$ cat config.mk
export PLATFORM = sky130hd
export DESIGN_NAME = fb_writer_flat
export DESIGN_NICKNAME = d
export VERILOG_FILES = /design/src/rtl/fb_writer_if.sv /design/src/rtl/fb_writer.sv /design/src/flat_wrapper.sv
export SDC_FILE = /design/constraint.sdc
export NUM_CORES = 1
export LEC_CHECK = 0
export ABC_AREA = 1
export BUFFER_PORTS_ARGS = -buffer_cell sky130_fd_sc_hd__buf_2
export CELL_PAD_IN_SITES_DETAIL_PLACEMENT = 1
export CELL_PAD_IN_SITES_GLOBAL_PLACEMENT = 1
export CORE_MARGIN = 2
export CORE_UTILIZATION = 35
export DETAILED_ROUTE_END_ITERATION = 6
export PLACE_DENSITY = 0.66
export SYNTH_ARGS = -nofsm -noshare
export SYNTH_HDL_FRONTEND = slang
export SYNTH_SLANG_ARGS = --single-unit
$ cat constraint.sdc
create_clock -name clk -period 4 [get_ports clk]
set_input_delay 0.2 -clock clk [delete_from_list [all_inputs] [get_ports clk]]
set_output_delay 0.2 -clock clk [all_outputs]
set_load 0.01 [all_outputs]
$ cat src/rtl/fb_writer_if.sv
// Pixel-input and framebuffer-write bundle for fb_writer.
interface fb_writer_if #(
  parameter int FB_ADDRW      = 16,
  parameter int FB_COLOR_BITS = 9
);
  logic [31:0]              Draw_X;
  logic [31:0]              Draw_Y;
  logic [31:0]              Draw_Color;
  logic                     Enable_Draw;
  logic                     frame_start;
  logic                     fb_wr_ready;
  logic                     fb_wr_en;
  logic [FB_ADDRW-1:0]      fb_wr_addr;
  logic [FB_COLOR_BITS-1:0] fb_wr_data;
  logic [15:0]              clip_count;
  logic                     overflow;
  logic                     busy;

  modport master (
    output Draw_X, Draw_Y, Draw_Color, Enable_Draw, frame_start, fb_wr_ready,
    input  fb_wr_en, fb_wr_addr, fb_wr_data, clip_count, overflow, busy
  );

  modport slave (
    input  Draw_X, Draw_Y, Draw_Color, Enable_Draw, frame_start, fb_wr_ready,
    output fb_wr_en, fb_wr_addr, fb_wr_data, clip_count, overflow, busy
  );
endinterface

$ cat src/rtl/fb_writer.sv
// Pixel writer: input register, clip, FIFO, registered framebuffer write port.
// Define FB_WRITER_CLEAR_EN to build in the frame-clear FSM (RUN/CLEAR).
module fb_writer #(
  parameter int FB_WIDTH      = 160,
  parameter int FB_HEIGHT     = 120,
  parameter int FB_COLOR_BITS = 9,
  parameter int FB_ADDRW      = 16,
  parameter int FIFO_DEPTH    = 8
) (
  input  logic        clk,
  input  logic        reset,
  fb_writer_if.slave  bus
);
  localparam int PW = $clog2(FIFO_DEPTH);

  typedef struct packed {
    logic [FB_ADDRW-1:0]      addr;
    logic [FB_COLOR_BITS-1:0] color;
  } pix_t;

  // Stage 1: input register
  logic                     s1_vld;
  logic [31:0]              s1_x, s1_y;
  logic [FB_COLOR_BITS-1:0] s1_color;

  always_ff @(posedge clk or negedge reset) begin
    if (!reset) begin
      s1_vld   <= 1'b0;
      s1_x     <= '0;
      s1_y     <= '0;
      s1_color <= '0;
    end else begin
      s1_vld   <= bus.Enable_Draw;
      s1_x     <= bus.Draw_X;
      s1_y     <= bus.Draw_Y;
      s1_color <= bus.Draw_Color[FB_COLOR_BITS-1:0];
    end
  end

  // Stage 2: clip and address (Y*160 via shifts), feeds the FIFO push
  logic clipped, push_req, push, pop, in_run, clr_wr;
  logic [FB_ADDRW-1:0] clr_cnt;
  pix_t s2_pix;

  assign clipped  = s1_vld && (s1_x >= 32'(FB_WIDTH) || s1_y >= 32'(FB_HEIGHT));
  assign push_req = s1_vld && !clipped;
  assign s2_pix   = '{addr:  FB_ADDRW'((s1_y << 7) + (s1_y << 5) + s1_x),
                      color: s1_color};

  // FIFO with one extra pointer bit to tell full from empty
  pix_t        mem [FIFO_DEPTH];
  logic [PW:0] wr_ptr, rd_ptr;
  logic        empty, full;

  assign empty = (wr_ptr == rd_ptr);
  assign full  = (wr_ptr[PW] != rd_ptr[PW]) && (wr_ptr[PW-1:0] == rd_ptr[PW-1:0]);
  assign pop   = !empty && bus.fb_wr_ready && in_run;
  assign push  = push_req && (!full || pop);

  always_ff @(posedge clk) begin
    if (push) mem[wr_ptr[PW-1:0]] <= s2_pix;
  end

  always_ff @(posedge clk or negedge reset) begin
    if (!reset) begin
      wr_ptr     <= '0;
      rd_ptr     <= '0;
      bus.clip_count <= '0;
      bus.overflow   <= 1'b0;
    end else begin
      if (push) wr_ptr <= wr_ptr + 1'b1;
      if (pop)  rd_ptr <= rd_ptr + 1'b1;
      if (clipped && bus.clip_count != 16'hFFFF)
        bus.clip_count <= bus.clip_count + 16'd1;
      if (push_req && !push)
        bus.overflow <= 1'b1;
    end
  end

`ifdef FB_WRITER_CLEAR_EN
  localparam logic [FB_ADDRW-1:0] LAST_ADDR = FB_ADDRW'(FB_WIDTH * FB_HEIGHT - 1);

  typedef enum logic [0:0] {S_RUN, S_CLEAR} state_t;
  state_t              state, state_nxt;
  logic [FB_ADDRW-1:0] clr_cnt_nxt;

  always_ff @(posedge clk or negedge reset) begin
    if (!reset) begin
      state   <= S_RUN;
      clr_cnt <= '0;
    end else begin
      state   <= state_nxt;
      clr_cnt <= clr_cnt_nxt;
    end
  end

  // frame_start is only honoured in RUN; a clear in progress runs to completion
  always_comb begin
    state_nxt   = state;
    clr_cnt_nxt = clr_cnt;
    clr_wr      = 1'b0;
    case (state)
      S_RUN: begin
        if (bus.frame_start) begin
          state_nxt   = S_CLEAR;
          clr_cnt_nxt = '0;
        end
      end
      S_CLEAR: begin
        if (bus.fb_wr_ready) begin
          clr_wr      = 1'b1;
          clr_cnt_nxt = clr_cnt + 1'b1;
          if (clr_cnt == LAST_ADDR) state_nxt = S_RUN;
        end
      end
      default: state_nxt = S_RUN;
    endcase
  end

  assign in_run   = (state == S_RUN);
  assign bus.busy = (state == S_CLEAR);
`else
  logic unused_frame_start;
  assign unused_frame_start = bus.frame_start;
  assign in_run   = 1'b1;
  assign clr_wr   = 1'b0;
  assign clr_cnt  = '0;
  assign bus.busy = 1'b0;
`endif

  logic unused_color;
  assign unused_color = ^bus.Draw_Color[31:FB_COLOR_BITS];

  // Registered write port; addr/data hold when no write is issued
  always_ff @(posedge clk or negedge reset) begin
    if (!reset) begin
      bus.fb_wr_en   <= 1'b0;
      bus.fb_wr_addr <= '0;
      bus.fb_wr_data <= '0;
    end else begin
      bus.fb_wr_en <= pop || clr_wr;
      if (pop) begin
        bus.fb_wr_addr <= mem[rd_ptr[PW-1:0]].addr;
        bus.fb_wr_data <= mem[rd_ptr[PW-1:0]].color;
      end else if (clr_wr) begin
        bus.fb_wr_addr <= clr_cnt;
        bus.fb_wr_data <= '0;
      end
    end
  end
endmodule

$ cat src/flat_wrapper.sv
// flat-port wrapper written by rule: the top's interface ports become plain ports
module fb_writer_flat 
#(
  parameter int FB_WIDTH      = 160,
  parameter int FB_HEIGHT     = 120,
  parameter int FB_COLOR_BITS = 9,
  parameter int FB_ADDRW      = 16,
  parameter int FIFO_DEPTH    = 8
)
  (clk, reset, bus_Draw_X, bus_Draw_Y, bus_Draw_Color, bus_Enable_Draw, bus_frame_start, bus_fb_wr_ready, bus_fb_wr_en, bus_fb_wr_addr, bus_fb_wr_data, bus_clip_count, bus_overflow, bus_busy);
  fb_writer_if #(.FB_ADDRW(FB_ADDRW), .FB_COLOR_BITS(FB_COLOR_BITS)) bus_i ();
  input  logic clk;
  input  logic reset;
  input wire logic [$bits(bus_i.Draw_X)-1:0] bus_Draw_X;
  input wire logic [$bits(bus_i.Draw_Y)-1:0] bus_Draw_Y;
  input wire logic [$bits(bus_i.Draw_Color)-1:0] bus_Draw_Color;
  input wire logic [$bits(bus_i.Enable_Draw)-1:0] bus_Enable_Draw;
  input wire logic [$bits(bus_i.frame_start)-1:0] bus_frame_start;
  input wire logic [$bits(bus_i.fb_wr_ready)-1:0] bus_fb_wr_ready;
  output wire logic [$bits(bus_i.fb_wr_en)-1:0] bus_fb_wr_en;
  output wire logic [$bits(bus_i.fb_wr_addr)-1:0] bus_fb_wr_addr;
  output wire logic [$bits(bus_i.fb_wr_data)-1:0] bus_fb_wr_data;
  output wire logic [$bits(bus_i.clip_count)-1:0] bus_clip_count;
  output wire logic [$bits(bus_i.overflow)-1:0] bus_overflow;
  output wire logic [$bits(bus_i.busy)-1:0] bus_busy;
  assign bus_i.Draw_X = bus_Draw_X;
  assign bus_i.Draw_Y = bus_Draw_Y;
  assign bus_i.Draw_Color = bus_Draw_Color;
  assign bus_i.Enable_Draw = bus_Enable_Draw;
  assign bus_i.frame_start = bus_frame_start;
  assign bus_i.fb_wr_ready = bus_fb_wr_ready;
  assign bus_fb_wr_en = bus_i.fb_wr_en;
  assign bus_fb_wr_addr = bus_i.fb_wr_addr;
  assign bus_fb_wr_data = bus_i.fb_wr_data;
  assign bus_clip_count = bus_i.clip_count;
  assign bus_overflow = bus_i.overflow;
  assign bus_busy = bus_i.busy;
  fb_writer #(.FB_WIDTH(FB_WIDTH), .FB_HEIGHT(FB_HEIGHT), .FB_COLOR_BITS(FB_COLOR_BITS), .FB_ADDRW(FB_ADDRW), .FIFO_DEPTH(FIFO_DEPTH)) u_core (.clk(clk), .reset(reset), .bus(bus_i));
endmodule
==> results.yml, run 1 <==
timing:
  setup_viol: 0
  layout_setup_ws_ns: 1.02
  tightest_slew_ns: 1.11
  min_period_ns: 2.98
  finClkSkew_ns: 0.0292
  finalSetupTns_ns: 0
  rsz0062_at_grt: "no"
  min_period_over_period: 0.745
  whs_ns: 0.256
  finalMaxSlewViolations: 0
  fmax_mhz: 335
  max-slew-margin-rel: 0.261
  hold_viol: 0
yosys:
  synth_cell_types: 39
  synthAdderAreaFrac: 0.0276
  synth_top_family_by_area: "simple AND/OR/NAND/NOR gates"
  synthSimpleGateAreaFrac: 0.128
  syn-instance-count: 1058
  syn-cell-area_sq_um: 12900
  seq_area_frac_synth: 0.709
  syn-num-nets: 1182
  synthFlopType: "edfxtp_1"
  synth.avg_cell_area_sq_um: 12.2
  synth_mux_area_frac: 0
  synth_edf_count: 200
  synth_compound_area_frac: 0.0859
  synth_warnings: 0
  ys_seq_elements: 325
  synth_xor_area_frac: 0.0197
  synthArstFlopShare: 0.385
final_layout:
  layout_commonest_cell: "edfxtp_1"
  syn_to_final_growth_pct: 24.6
  antenna_cells: 0
  final_layout_size_suffix_gt1_frac: 0.170
  stdcell_count: 1759
  mostFrequentLayoutCells: "edfxtp_1, nor2_1, nand2_1, dfrtp_1, buf_2"
  fin_area_sq_um: 16000
  final_util: 0.440
  finalNetCount: 1385
global_route:
  grt_start_max_net_pins: 97
  grt_pass1_wl_um: 50200
  first_global_vias: 9242
  antenna_found_initial: 1
  grt_overflow_total: 0
  grt_usage: 0.168
power:
  leakage_nw: 6.32
  finalPower_mw: 9.93
  p_per_area_nw_per_um2: 618
  ir_worst_vdd_uv: 328
floorplanning:
  start_util: 0.354
  die_w_um: 196
  rows: 70
  die_h_um: 196
  core_area_sq_um: 36400
  die_area_sq_um: 38400
  io_pins: 145
route:
  num_vias: 8544
  drt_wl_total_um: 31000
  drtPass1Iterations: 4
  drc_errors: 0
  detail-route-antenna-nets: 0
  drt-wirelength-per-cell_um: 17.6
  avgViaCountPerCell: 4.86
  drt-initial-drc-count: 444
worst_setup_path:
  cpMaxStageDelayCell: "nor2_2"
  cp.arrival_ns: 3.20
  cp_num_buf_inv: 1
  worstSetupStartpointType: "flip-flop"
  slowest_delay_ns: 0.50
  crit_path_max_fanout: 15
  reg2reg_from: "u_core.s1_x[6]"
  crit_path_end_kind: "flip-flop"
  crit_type: "flip-flop to flip-flop"
  reg2reg_slack_ns: 1.02
  cp_cell_sequence: "o21ai_0, nand3_1, nor2_1, nand2_4, nor2_8, nand3_2, nor2_2, buf_4"
  worst_ep_required_time_ns: 4.22
  r2r_end: "u_core.mem[0][2]"
  path_delay_family: "simple AND/OR/NAND/NOR gates"
  reg2regPathDepth: 8
min_path:
  whs_path_depth: 4
  worstHoldPathType: "input pin to flip-flop"
  hp-start: "bus_fb_wr_ready"
  hold_end: "u_core.bus.overflow"
clocking:
  cts_tree: "done"
  cts_root_buf: "clkbuf_16"
  htreeDepth: 2
  clockBufferDepth: 3
  path_clk_slew_ns: 0.06
  cts.sinks: 325
  cts_made_buffers: 38
  post_cts_resized: 0
  worst_skew_pair.late_latency_ns: 0.54
placement:
  io_buffers: 119
  placedCellCount: 1614
  place_ws_ns: 0.968
  post-dp-hpwl_um: 17700
  placed_cell_area_sq_um: 14000
  place.gp.congestion: 0.807
run_status:
  outcome: "completed"
run:
  cap_violations: 0
layout make-up:
type,count,area (sq um)
tap,468,586
clock inverter,21,191
timing repair buffer,211,1520
sequential,325,9140
multi-input combinational,652,3400
clock buffer,49,1100
fill,3893,20400
inverter,33,126
worst register-to-register path, delay by kind of cell (launching register included):
family | cells | cell delay (ns)
buffers and inverters | 1 | 0.33
AO/OA/AOI/OAI | 1 | 0.40
AND/OR/NAND/NOR | 6 | 1.58
flip-flops | 1 | 0.37
power by group:
group / switching [mW] / internal (mW) / total, mW
logic: 1.56 / 0.794 / 2.35
registers: 0.198 / 3.88 / 4.07
clock network: 1.37 / 2.14 / 3.50
total: 3.12 / 6.81 / 9.93
metal layers:
layer,vias to the layer above,GRT usage,wire length (um)
met5,-,0,13
met3,46,0.0375,1350
met1,4261,0.208,13600
met4,2,0.0449,604
met2,171,0.297,15500
li1,4064,-,-
what timing repair did:
item | CTS | global route
hold buffers | 75 | 0
setup buffers | 0 | 0
endpoints found under the hold margin | 168 | 0
worst max path at each step:
stage | startpoint | end | slack [ns] | cells after the start
finish | u_core.s1_x[6] | u_core.mem[0][2] | 1.02 | 8
global route | u_core.s1_x[6] | u_core.mem[5][17] | 0.76 | 8
CTS | u_core.s1_x[6] | u_core.mem[5][17] | 0.91 | 8
detailed placement | u_core.s1_x[6] | u_core.mem[0][9] | 0.97 | 8
global placement | u_core.s1_x[6] | u_core.mem[5][23] | 1.01 | 8
floorplan | u_core.s1_y[8] | u_core.mem[0][0] | 1.23 | 8
cells by family after synthesis:
kind of cell / after synthesis
AOI/OAI and AO/OA: 192
xor gates and xnor gates: 29
adders and majority gates: 23
buffers and inverters: 81
DFF: 325
other: 1
and+or+nand+nor: 407
Yosys cell counts (2+ instances only):
library cell    n  area, sq um
edfxtp_1      200         6010
nor2_1        193          724
nand2_1       159          597
dfrtp_1       125         3130
o21ai_0       117          586
o211ai_1       44          330
nand3_1        33          165
inv_1          29          109
buf_2          21          105
xor2_1         18          158
clkbuf_1       17         63.8
ha_1           14          175
o21ai_1        13         65.1
xnor2_1        11         96.3
fa_1            9          180
nor3_1          8         40.0
a21oi_1         6         30.0
buf_4           6         45.0
o22ai_1         6         37.5
inv_2           3         11.3
nand4_1         3         18.8
o21bai_1        3         22.5
clkbuf_2        2         10.0
nand2_4         2         22.5
nand3_2         2         20.0
registers in the layout, indices dropped and copies added, names as in the netlist:
name,count
u_core.s1_color,9
u_core.s1_x,32
u_core.s1_vld,1
u_core.rd_ptr,4
u_core.bus.overflow,1
u_core.s1_y,32
u_core.bus.fb_wr_en,1
u_core.wr_ptr,4
u_core.mem,200
u_core.bus.fb_wr_data,9
u_core.bus.clip_count,16
u_core.bus.fb_wr_addr,16
(Power assumes the default switching activity.)
==> run 2, diff against run 1 <==
--- a/config.mk
+++ b/config.mk
@@ -5,14 +5,14 @@
 export SDC_FILE = /design/constraint.sdc
 export NUM_CORES = 1
 export LEC_CHECK = 0
-export ABC_AREA = 1
+export ABC_AREA = 0
 export BUFFER_PORTS_ARGS = -buffer_cell sky130_fd_sc_hd__buf_2
 export CELL_PAD_IN_SITES_DETAIL_PLACEMENT = 1
 export CELL_PAD_IN_SITES_GLOBAL_PLACEMENT = 1
 export CORE_MARGIN = 2
 export CORE_UTILIZATION = 35
 export DETAILED_ROUTE_END_ITERATION = 6
-export PLACE_DENSITY = 0.66
+export PLACE_DENSITY = 0.65
 export SYNTH_ARGS = -nofsm -noshare
 export SYNTH_HDL_FRONTEND = slang
 export SYNTH_SLANG_ARGS = --single-unit
==> constraint.sdc (replaced) <==
create_clock -name clk -period 2.6 [get_ports clk]
set_input_delay 0.13 -clock clk [delete_from_list [all_inputs] [get_ports clk]]
set_output_delay 0.13 -clock clk [all_outputs]
set_load 0.01 [all_outputs]
==> run 2 against run 1 <==
  * The run now ends with setup timing left
  * Register-to-register slack lost 1.2 ns
  * Synthesized cell count fell by 39%
  * Sequential share of layout area shrank 1.4 points
  * Largest cell class unchanged
  * Non-clock buffer count increased by 63
  * Final cell count fell by 19%
==> results.yml, run 2 <==
yosys:
  yosysTopAreaCellShare: 0.494
  synth_top_family_by_area: "multiplexers"
  synth_area_leaders: "edfxtp_1, dfrtp_1, mux4_2, mux2i_1, xnor2_1"
  syn-instance-count: 650
  synth_warnings: 0
  synth_cell_types: 45
  synth_common_cells: "edfxtp_1, dfrtp_1, mux4_2, nand2_1"
  synth_edf_count: 200
  synthSimpleGateAreaFrac: 0.0505
  synthArstFlopShare: 0.385
  ys_seq_elements: 325
  syn-cell-area_sq_um: 12200
  synth.avg_cell_area_sq_um: 18.7
  synth_xor_area_frac: 0.0245
  syn-num-nets: 774
  synth_compound_area_frac: 0.0179
  synth_most_common_cell: "edfxtp_1"
  synthAdderAreaFrac: 0.0292
  synth_mux_area_frac: 0.115
  synth_largest_area_cell: "edfxtp_1"
  synthFlopType: "edfxtp_1"
  seq_area_frac_synth: 0.751
floorplanning:
  io_pins: 145
  die_area_sq_um: 36300
  rows: 68
  start_util: 0.354
  core_area_sq_um: 34400
  die_h_um: 190
  die_w_um: 190
global_route:
  first_global_vias: 7642
  grt_usage: 0.159
  grt_pass1_wl_um: 44000
  grt_start_max_net_pins: 68
  grt_overflow_total: 0
  antenna_found_initial: 0
final_layout:
  largest_reg_flops: 200
  finalNetCount: 1062
  mostFrequentLayoutCells: "edfxtp_1, dfrtp_1, buf_2, dlygate4sd3_1, mux4_2"
  final_layout_size_suffix_gt1_frac: 0.365
  fill_cells: 3278
  layout_commonest_cell: "edfxtp_1"
  final_util: 0.479
  antenna_cells: 0
  syn_to_final_growth_pct: 35.4
timing:
  layout_setup_ws_ns: -0.218
  setup_viol: 135
  hold_viol: 0
  min_period_ns: 2.82
  finalMaxSlewViolations: 0
  tightest_slew_ns: 0.787
  min_period_over_period: 1.08
  finClkSkew_ns: 0.0233
  rsz0062_at_grt: "yes"
  finalSetupTns_ns: -7.06
  fmax_mhz: 355
  max-slew-margin-rel: 0.476
route:
  drc_errors: 0
  drtPass1Iterations: 4
  detail-route-antenna-nets: 0
  num_vias: 6821
  drt-wirelength-per-cell_um: 20.5
  drt_wl_total_um: 29100
  avgViaCountPerCell: 4.81
  drt-initial-drc-count: 239
power:
  finalPower_mw: 11.8
  ir_worst_vdd_uv: 716
  p_per_area_nw_per_um2: 717
  leakage_nw: 6.22
worst_setup_path:
  crit_type: "flip-flop to flip-flop"
  cpMaxStageDelayCell: "fa_1"
  crit_path_max_fanout: 8
  reg2regPathDepth: 10
  worst_ep_required_time_ns: 2.86
  cp_cell_sequence: "buf_4, buf_4, fa_1, ha_1, o21a_1, o31a_1, or4_4, nand2_2, a211oi_2, buf_4"
  reg2reg_slack_ns: -0.22
  reg2reg_from: "u_core.s1_y[2]"
  worstSetupStartpointType: "flip-flop"
  cp.arrival_ns: 3.08
  cpMostUsedCell: "buf_4"
  slowest_delay_ns: 0.47
  crit_path_end_kind: "flip-flop"
  r2r_end: "u_core.mem[2][24]"
  crit_path_start: "u_core.s1_y[2]"
run_status:
  violations: "setup timing"
  outcome: "finished, violations left"
clocking:
  htreeDepth: 2
  cts.sinks: 325
  cts_tree: "done"
  path_clk_slew_ns: 0.06
  clockBufferDepth: 3
  cts_made_buffers: 35
  worst_skew_pair.late_latency_ns: 0.52
  cts_root_buf: "clkbuf_16"
placement:
  place.gp.congestion: 0.701
  place_ws_ns: -0.369
  post-dp-hpwl_um: 16000
  io_buffers: 119
run:
  cap_violations: 0
min_path:
  worstHoldPathType: "input pin to asynchronous set/reset pin"
run 2: worst max path at each step:
stage / end / slack (ns)
floorplan: u_core.mem[5][0] / -0.32
finish: u_core.mem[2][24] / -0.22
global route: u_core.mem[3][24] / -0.33
CTS: u_core.mem[3][24] / -0.17
global placement: u_core.mem[4][23] / -0.25
detailed placement: u_core.mem[6][23] / -0.37
run 2: report_power, final:
group	internal, mW	switching [mW]	total (mW)
registers	5.75	0.131	5.88
clock network	3.00	2.02	5.02
logic	0.442	0.469	0.911
run 2: metal layers:
| layer | part of all wire | wire, um | vias to the layer above | track usage |
|---|---|---|---|---|
| met2 | 0.51 | 14800 | 190 | 0.285 |
| li1 | - | - | 3073 | - |
| met1 | 0.42 | 12300 | 3506 | 0.197 |
| met4 | 0.022 | 647 | 0 | 0.0459 |
| met3 | 0.047 | 1360 | 52 | 0.0278 |
| met5 | 0 | 0 | - | 0 |
run 2: cells by family (layout without fill, tap and decap cells):
group	count (synthesis)	after routing
flip-flops	325	325
AND/OR/NAND/NOR	117	117
multiplexers	77	77
AO/OA/AOI/OAI	39	39
XOR/XNOR	34	34
buffers and inverters	34	348
adder cells (fa/ha/maj)	23	23
other	1	1
run 2: critical path: cells and delay by family, from the launching register on:
| family | cells | cell delay [ns] |
|---|---|---|
| and+or+nand+nor | 2 | 0.57 |
| adders and majority gates | 2 | 0.82 |
| buffers and inverters | 3 | 0.41 |
| DFF | 1 | 0.38 |
| AOI/OAI and AO/OA | 3 | 0.38 |
run 2: per-stage QoR:
step	hold slack, ns	area, sq um	instances
4_1_cts	0.0366	16100	1405
6_report	0.0493	16500	1419
3_3_place_gp	0.0266	13900	1253
5_1_grt	0.0530	16500	1419
3_5_place_dp	0.0278	13900	1253
2_1_floorplan	-0.166	12200	650
run 2: cell type report:
type / instances / area [sq um] / share of cell area
clock buffers: 51 / 1040 / 0.0632
clock inverters: 12 / 131 / 0.00797
inverters: 11 / 41.3 / 0.00251
multi-input cells: 291 / 3150 / 0.191
flip-flops and latches: 325 / 9140 / 0.555
well taps: 455 / 569 / 0.0346
repair buffers: 274 / 2400 / 0.146
run 2: what timing repair did:
action | 4_1_cts | 5_1_grt
hold endpoints to repair | 199 | 0
buffers inserted | 11 | 11
endpoints found under the setup margin | 202 | 255
gates resized for setup | 26 | 36
gates cloned | 3 | 8
pin swaps | 14 | 16
hold buffers | 75 | 0
==> run 3, diff against run 2 <==
--- a/config.mk
+++ b/config.mk
@@ -10,9 +10,10 @@
 export CELL_PAD_IN_SITES_DETAIL_PLACEMENT = 1
 export CELL_PAD_IN_SITES_GLOBAL_PLACEMENT = 1
 export CORE_MARGIN = 2
-export CORE_UTILIZATION = 35
+export CORE_UTILIZATION = 45
 export DETAILED_ROUTE_END_ITERATION = 6
-export PLACE_DENSITY = 0.65
+export PLACE_DENSITY = 0.8
+export SETUP_SLACK_MARGIN = 0.5
 export SYNTH_ARGS = -nofsm -noshare
 export SYNTH_HDL_FRONTEND = slang
 export SYNTH_SLANG_ARGS = --single-unit
==> run 3 against run 2 <==
  * The flow still finishes with violations (setup timing)
  * Combinational power up 28%
  * Maximum frequency is 4.4% lower
  * Global-route usage is 9.7 points higher
  * Register-to-register slack got worse by 0.13 ns
  * Critical path depth up 2
  * Flip-flop and latch count unchanged
  * Final area up 5.9%
  * Largest power group unchanged
  * Clock power hardly changed
  * First-iteration DRC count grew 70%
  * Sequential power about the same
  * Critical path type unchanged
  * Die area fell by 22%
==> results.yml, run 3 (same netlist as run 2, synthesis figures left out) <==
clocking:
  cts.sinks: 325
  cts_tree: "done"
  htreeDepth: 2
  path_clk_slew_ns: 0.06
  cts_made_buffers: 35
  worst_skew_pair.late_latency_ns: 0.51
  cts_root_buf: "clkbuf_16"
  clockBufferDepth: 3
route:
  num_vias: 7385
  drt-wirelength-per-cell_um: 26.9
  avgViaCountPerCell: 5.45
  detail-route-antenna-nets: 0
  drt_wl_total_um: 36500
  drc_errors: 0
  drt-initial-drc-count: 407
  drtPass1Iterations: 4
floorplanning:
  die_h_um: 168
  core_area_sq_um: 26700
  start_util: 0.455
  die_w_um: 168
  rows: 60
  io_pins: 145
  die_area_sq_um: 28400
run_status:
  violations: "setup timing"
  outcome: "finished, violations left"
final_layout:
  final_util: 0.653
  largest_reg_flops: 200
  finalNetCount: 1113
  mostFrequentLayoutCells: "edfxtp_1, dfrtp_1, buf_2, dlygate4sd3_1, buf_6"
  fin_area_sq_um: 17400
  final_layout_size_suffix_gt1_frac: 0.424
  antenna_cells: 0
  stdcell_count: 1355
  syn_to_final_growth_pct: 43.4
  layout_commonest_cell: "edfxtp_1"
run:
  cap_violations: 0
placement:
  placed_cell_area_sq_um: 13800
  io_buffers: 119
  place.gp.congestion: 0.718
  post-dp-hpwl_um: 16400
  placedCellCount: 1143
  place_ws_ns: -0.415
timing:
  finalMaxSlewViolations: 0
  finClkSkew_ns: 0.0132
  setup_viol: 233
  min_period_ns: 2.95
  fmax_mhz: 339
  hold_viol: 0
  finalSetupTns_ns: -53.77
  min_period_over_period: 1.13
  max-slew-margin-rel: 0.471
  rsz0062_at_grt: "yes"
  layout_setup_ws_ns: -0.346
  tightest_slew_ns: 0.794
  whs_ns: 0.0476
worst_setup_path:
  crit_type: "flip-flop to flip-flop"
  worst_ep_required_time_ns: 2.83
  cp.arrival_ns: 3.17
  crit_path_max_fanout: 5
  worstSetupStartpointType: "flip-flop"
  crit_path_end_kind: "flip-flop"
global_route:
  antenna_found_initial: 0
  grt_overflow_total: 0
  first_global_vias: 8497
  grt_usage: 0.256
  grt_start_max_net_pins: 57
  grt_pass1_wl_um: 53200
power:
  ir_worst_vdd_uv: 584
  finalPower_mw: 12.1
  leakage_nw: 6.73
  p_per_area_nw_per_um2: 695
min_path:
  worstHoldPathType: "input pin to flip-flop"
-- run 3: cell types whose count changed in the layout (fill, tap and decap cells not counted), sizes merged --
cell / before / now
bufinv: 2 / 1
inv: 13 / 11
buf: 193 / 245
clkbuf: 57 / 55
clkinv: 8 / 6
clkinvlp: 0 / 5
-- run 3: power by group --
part | total [mW] | internal, mW | leakage, nW | switching, mW
Clock | 5.05 | 2.97 | 0.564 | 2.07
Combinational | 1.17 | 0.580 | 2.81 | 0.589
Sequential | 5.91 | 5.75 | 3.35 | 0.160
Total | 12.1 | 9.30 | 6.73 | 2.82
-- run 3: path summary, 6_finish.rpt --
check / startpoint / cells after the start / slack, ns / endpoint
max: u_core.s1_x[29] / 12 / -0.35 / u_core.mem[6][20]
min: bus_fb_wr_ready / 3 / 0.05 / u_core.rd_ptr[0]
max reg2reg: u_core.s1_x[29] / 12 / -0.35 / u_core.mem[6][20]
min reg2reg: u_core.bus.fb_wr_data[7] / 2 / 0.48 / u_core.bus.fb_wr_data[7]
max in group asynchronous: reset / 3 / 1.49 / u_core.s1_x[25]
min in group asynchronous: reset / 2 / 0.26 / u_core.bus.fb_wr_en
-- run 3: area by class of cell --
class / count / area, sq um
well taps: 341 / 427
fillers: 2270 / 9280
clock buffers: 50 / 1070
multi-input cells: 291 / 3410
flip-flops and latches: 325 / 9140
inverters: 11 / 45.0
repair buffers: 325 / 3260
clock inverters: 12 / 103
-- run 3: per-layer routing --
layer,share of wire,up-vias,global-route usage
li1,-,3182,-
met1,0.36,3836,0.291
met2,0.55,295,0.484
met3,0.056,72,0.0449
met4,0.037,0,0.0911
met5,0,-,0
-- run 3: repair_timing --
item	in CTS	in global routing
cloned	16	5
setup buffers	44	10
endpoints found under the setup margin	280	293
pin swaps	21	27
gates resized for setup	91	61
hold endpoints to repair	127	0
hold buffers	75	0
-- run 3: critical path, cell delays in order (launching register included) --
cell and delay [ns]:
dfrtp_1 0.39, nor4_2 0.35, nand4_1 0.23, nor4_4 0.38, buf_12 0.16, nand3_4 0.07
or2_4 0.28, buf_6 0.14, buf_6 0.11, nor2_4 0.16, buf_12 0.15, buf_12 0.10
buf_16 0.12
